--- config.mk ---
export PLATFORM = sky130hd
export DESIGN_NAME = overlap_add
export DESIGN_NICKNAME = d
export VERILOG_FILES = /design/src/rtl/overlap_add.sv
export SDC_FILE = /design/constraint.sdc
export NUM_CORES = 1
export LEC_CHECK = 0
export CAP_MARGIN = 0
export CORE_MARGIN = 3
export CORE_UTILIZATION = 35
export CTS_CLUSTER_SIZE = 25
export DETAILED_ROUTE_END_ITERATION = 8
export PLACE_DENSITY = 0.57
export SLEW_MARGIN = 20
export SYNTH_ARGS = -nofsm -noshare
export SYNTH_HDL_FRONTEND = slang
export SYNTH_SLANG_ARGS = --single-unit
--- constraint.sdc ---
create_clock -name clk -period 9.6 [get_ports clk]
set_input_delay 1.92 -clock clk [delete_from_list [all_inputs] [get_ports clk]]
set_output_delay 1.92 -clock clk [all_outputs]
set_load 0.005 [all_outputs]
--- src/rtl/overlap_add.sv ---
// Overlap-add resynthesis: accumulates windowed frames into a sliding buffer and emits HOP_SIZE
// saturated samples per frame; a flush request drains the remaining tail at end of stream.
module overlap_add #(
  parameter int FRAME_SIZE = 8,
  parameter int HOP_SIZE   = 4,
  parameter int DATA_WIDTH = 16
) (
  input  logic                  clk,
  input  logic                  rst,
  input  logic [DATA_WIDTH-1:0] frame_in,
  input  logic                  valid_in,
  output logic                  in_ready,
  input  logic                  flush,
  output logic [DATA_WIDTH-1:0] audio_out,
  output logic                  valid_out,
  input  logic                  out_ready,
  output logic                  flush_done,
  output logic                  drop_err
);

  localparam int ACC_W = DATA_WIDTH + 2;
  localparam int IDX_W = (FRAME_SIZE > 1) ? $clog2(FRAME_SIZE) : 1;
  localparam int CNT_W = $clog2(FRAME_SIZE + 1);
  localparam int TAIL  = FRAME_SIZE - HOP_SIZE;

  typedef enum logic [1:0] {ACCUM, EMIT, FLUSH} state_t;

  state_t                    state, state_nxt;
  logic signed [ACC_W-1:0]   acc [FRAME_SIZE];
  logic [IDX_W-1:0]          idx;
  logic [CNT_W-1:0]          cnt;
  logic                      hs;
  logic                      accept;
  logic                      last_in;
  logic                      flush_go;
  logic                      emit_last;
  logic                      flush_last;

  function automatic logic [DATA_WIDTH-1:0] sat(input logic signed [ACC_W-1:0] a);
    logic [DATA_WIDTH-1:0] r;
    if (a[ACC_W-1] && !(&a[ACC_W-2:DATA_WIDTH-1]))
      r = {1'b1, {(DATA_WIDTH-1){1'b0}}};
    else if (!a[ACC_W-1] && (|a[ACC_W-2:DATA_WIDTH-1]))
      r = {1'b0, {(DATA_WIDTH-1){1'b1}}};
    else
      r = a[DATA_WIDTH-1:0];
    return r;
  endfunction

  assign hs         = valid_out && out_ready;
  assign accept     = valid_in && in_ready;
  assign last_in    = (idx == IDX_W'(FRAME_SIZE - 1));
  // flush_done is still high in the first ACCUM cycle while the requester holds flush;
  // ignoring flush then keeps the finished request from starting a second drain.
  assign flush_go   = flush && (idx == '0) && !valid_in && !flush_done;
  assign emit_last  = hs && (cnt == CNT_W'(HOP_SIZE - 1));
  assign flush_last = hs && (cnt == CNT_W'(TAIL - 1));

  always_ff @(posedge clk) begin
    if (!rst) state <= ACCUM;
    else      state <= state_nxt;
  end

  always_comb begin
    state_nxt = state;
    unique case (state)
      ACCUM: begin
        if (accept && last_in) state_nxt = EMIT;
        else if (flush_go)     state_nxt = FLUSH;
      end
      EMIT:    if (emit_last)  state_nxt = ACCUM;
      FLUSH:   if (flush_last) state_nxt = ACCUM;
      default: state_nxt = ACCUM;
    endcase
  end

  always_comb begin
    in_ready  = rst && (state == ACCUM);
    valid_out = (state == EMIT) || (state == FLUSH);
    audio_out = valid_out ? sat(acc[0]) : '0;
  end

  always_ff @(posedge clk) begin
    if (!rst) begin
      for (int i = 0; i < FRAME_SIZE; i++) acc[i] <= '0;
      idx        <= '0;
      cnt        <= '0;
      flush_done <= 1'b0;
      drop_err   <= 1'b0;
    end else begin
      flush_done <= (state == FLUSH) && flush_last;
      if (valid_in && !in_ready) drop_err <= 1'b1;
      case (state)
        ACCUM: begin
          if (accept) begin
            acc[idx] <= acc[idx] + {{(ACC_W-DATA_WIDTH){frame_in[DATA_WIDTH-1]}}, frame_in};
            if (last_in) begin
              idx <= '0;
              cnt <= '0;
            end else begin
              idx <= idx + IDX_W'(1);
            end
          end else if (flush_go) begin
            cnt <= '0;
          end
        end
        EMIT, FLUSH: begin
          if (hs) begin
            for (int i = 0; i < FRAME_SIZE - 1; i++) acc[i] <= acc[i+1];
            acc[FRAME_SIZE-1] <= '0;
            cnt               <= cnt + CNT_W'(1);
          end
        end
        default: ;
      endcase
    end
  end

endmodule
==> impl_metrics.yaml <==
status:
  status: "finished, final reports clean"
grt:
  globalRouteTotalUtil_pct: 16.9
  grt_pass1_vias: 5796
  grt_max_degree: 110
  grt_overflow_total: 0
  grt_pass1_wl_um: 34400
  antenna_found_initial: 0
routing:
  antenna_left: 0
  routed_via_density: 5.55
  dr_total_vias: 6150
  drt_iter0_markers: 631
  wire_per_inst_um: 19.6
  drc_errors: 0
  firstDrtPassIters: 5
  detail_route.wirelength_um: 21700
synth:
  synth-main-ff-cell: "edfxtp_1"
  syn_avg_cell_area_um2: 11.3
  synthMuxAreaShare_pct: 12.0
  netlist_area_um2: 8680
  synth_nets: 812
  yosys.area_share.simple_pct: 14.9
  synthXorXnorAreaFrac_pct: 1.57
  synth_compound_area_share_pct: 12.0
  synth-seq-cells: 158
  yosysSeqAreaShare_pct: 53.0
  synth_top_family_by_area: "simple AND/OR/NAND/NOR gates"
  synthCells: 767
  synth-edff-count: 144
  ys_types: 56
  yosys.area_share.adder_pct: 3.55
  ys_async_sr_fraction_pct: 0
  ys_warn_count: 0
critical_path:
  crit_buf_inv: 3
  worstPathCellList: "clkdlybuf4s50_1 -> buf_4 -> and2_1 -> clkdlybuf4s50_1"
  crit_path_start_kind: "input pin"
  cp-startpoint: "rst"
  max_stage_delay_ps: 500
  critical-path-top-delay-family: "buffers and inverters"
  cp.required_ps: 7680
  critPathMaxFanout: 32
  criticalPathCategory: "input pin to primary output"
  cp_slowest_cell: "clkdlybuf4s50_1"
  cpMostUsedCell: "clkdlybuf4s50_1"
  crit_arrival_ps: 3400
  end_kind: "primary output"
die:
  start_util_pct: 36.3
  fp.dieW_um: 163
  dieArea_um2: 26700
  pin_count: 41
  core-area_um2: 23900
  die_y_um: 163
  rows: 56
power:
  vdd_drop_max_v: 0.000123
  p_leak_nw: 3.39
  power.total_mw: 1.89
  p_per_area_nw_per_um2: 192
cts:
  cts_max_level: 4
  numCtsBuffers: 17
  clk_latency_ps: 430
  clock_sink_count: 158
  cts-root-buf: "clkbuf_16"
  clk_pin_slew_ps: 60
  cts_resized: 0
  cts_setup_buffers: 0
  cts_tree: "yes"
  cts_hold_buf: 0
  clockBufferDepth: 2
cells_and_area:
  syn2layout_area_growth_pct: 13.8
  nets: 822
  diodes: 0
  fin_area_um2: 9880
  finalNonFillerCells: 1108
  drive_gt1_share_pct: 13.1
timing:
  rsz0062_at_grt: "no"
  skew_ps: 7.42
  max_freq_mhz: 188
  finalSetupViolCount: 0
  fin_crit_sh_pct: 55.4
  hold_viol: 0
  tns_ps: 0
  drv_slew: 0
  slew_headroom_pct: 29.0
  tightest_slew_ps: 1060
  period_needed_ps: 5320
place:
  dp_hpwl_um: 15400
  port_buffers: 40
  place.gp.congestion: 0.829
  placed_cell_area_um2: 9310
  place_inst: 1077
job:
  drv_cap: 0
min_path:
  hp-start: "drop_err"
  hold_class: "flop to flop"
## kinds of logic (layout without fill, tap and decap cells)
logic type      Yosys count  after routing
xor+xnor                 13             13
mux                      57             57
simple gates            268            268
compound gates          182            182
buf+inv                  65             87
flops                   158            158
fa+ha+maj                24             24
## flip-flops by register name, indices dropped and copies added, names as in the netlist, named ones only
register	flops
cnt	4
acc	144
drop_err	1
idx	3
state	2
flush_done	1
## worst reg2reg max path: stages, from the launching register on
cell	delay, ps
dfxtp_2	310
buf_4	550
mux4_2	710
mux2_2	300
ha_1	420
and4_1	350
nand2_1	100
a211o_1	290
nand3_2	130
a31oi_1	110
xor2_1	640
o21ai_0	270
## worst paths after layout
check | end | slack (ps) | depth (start not counted)
max | in_ready | 4280 | 4
min | drop_err | 460 | 1
max reg2reg | acc[0][15] | 5120 | 11
min reg2reg | drop_err | 460 | 1
## where the power goes
group	leakage (nW)	total [mW]	switching, mW	internal (mW)
clock	0.260	0.650	0.273	0.377
sequential	1.62	0.839	0.0321	0.807
combinational	1.51	0.407	0.265	0.142
total	3.39	1.89	0.570	1.33
## synth_stat cells (all sizes together), types with 2 or more instances
| master | n | area (um^2) |
|---|---|---|
| mux4 | 36 | 811 |
| a21o | 10 | 75.1 |
| nor3 | 4 | 25.0 |
| clkbuf | 47 | 176 |
| edfxtp | 144 | 4320 |
| nor2b | 6 | 37.5 |
| mux2 | 16 | 180 |
| o21a | 5 | 37.5 |
| nand4 | 3 | 18.8 |
| nand2b | 3 | 18.8 |
| ha | 23 | 288 |
| and4 | 2 | 17.5 |
| a21boi | 4 | 30.0 |
| o21ai | 137 | 686 |
| o2111ai | 2 | 23.8 |
| a21oi | 10 | 53.8 |
| nand3b | 2 | 15.0 |
| nand3 | 135 | 681 |
| xnor2 | 7 | 83.8 |
| xor2 | 6 | 52.6 |
| a31oi | 3 | 18.8 |
| and2 | 3 | 18.8 |
| and3 | 6 | 37.5 |
| nand2 | 32 | 123 |
| buf | 8 | 46.3 |
| mux2i | 5 | 50.1 |
| nor2 | 66 | 248 |
| dfxtp | 14 | 280 |
| inv | 10 | 37.5 |
| a211oi | 2 | 32.5 |
## cells in the final DEF (no fill, tap or decap), types with 4 or more instances in the layout
master	n
edfxtp_1	144
nand3_1	133
o21ai_0	118
nor2_1	66
clkdlybuf4s50_1	40
mux4_2	36
nand2_1	29
ha_1	23
o21ai_1	19
clkbuf_16	17
mux2_2	16
dfxtp_1	12
inv_1	10
a21o_1	10
a21oi_1	9
nor2b_1	6
xor2_1	6
mux2i_1	5
and3_1	5
o21a_1	5
buf_4	5
xnor2_1	4
clkinvlp_4	4
## layout make-up
class / instances / area (um^2)
fillers: 2196 / 14000
flip-flops and latches: 158 / 4610
multi-input cells: 544 / 3830
repair buffers: 46 / 449
clock buffers: 18 / 429
well taps: 319 / 399
clock inverters: 13 / 125
inverters: 10 / 37.5
## per-layer routing
metal,part of all wire (%),up-vias,wire length [um],global-route usage (%)
met5,0,-,0,0
met4,1.6,0,340,5.23
met1,49,3011,10600,25.6
met2,45,163,9720,24.7
li1,-,2955,-,-
met3,4.9,21,1060,2.69
## through the flow
stage | hold slack [ps] | util, % | worst slack [ps]
after CTS | 466 | 41.3 | 4290
after floorplan | 458 | - | 5610
after detailed placement | 452 | 39.0 | 4180
after global routing | 487 | 41.3 | 4230
final | 462 | 41.3 | 4280
after global placement | 450 | 39.0 | 4270
Note: power is estimated with default switching activity, not from simulation.
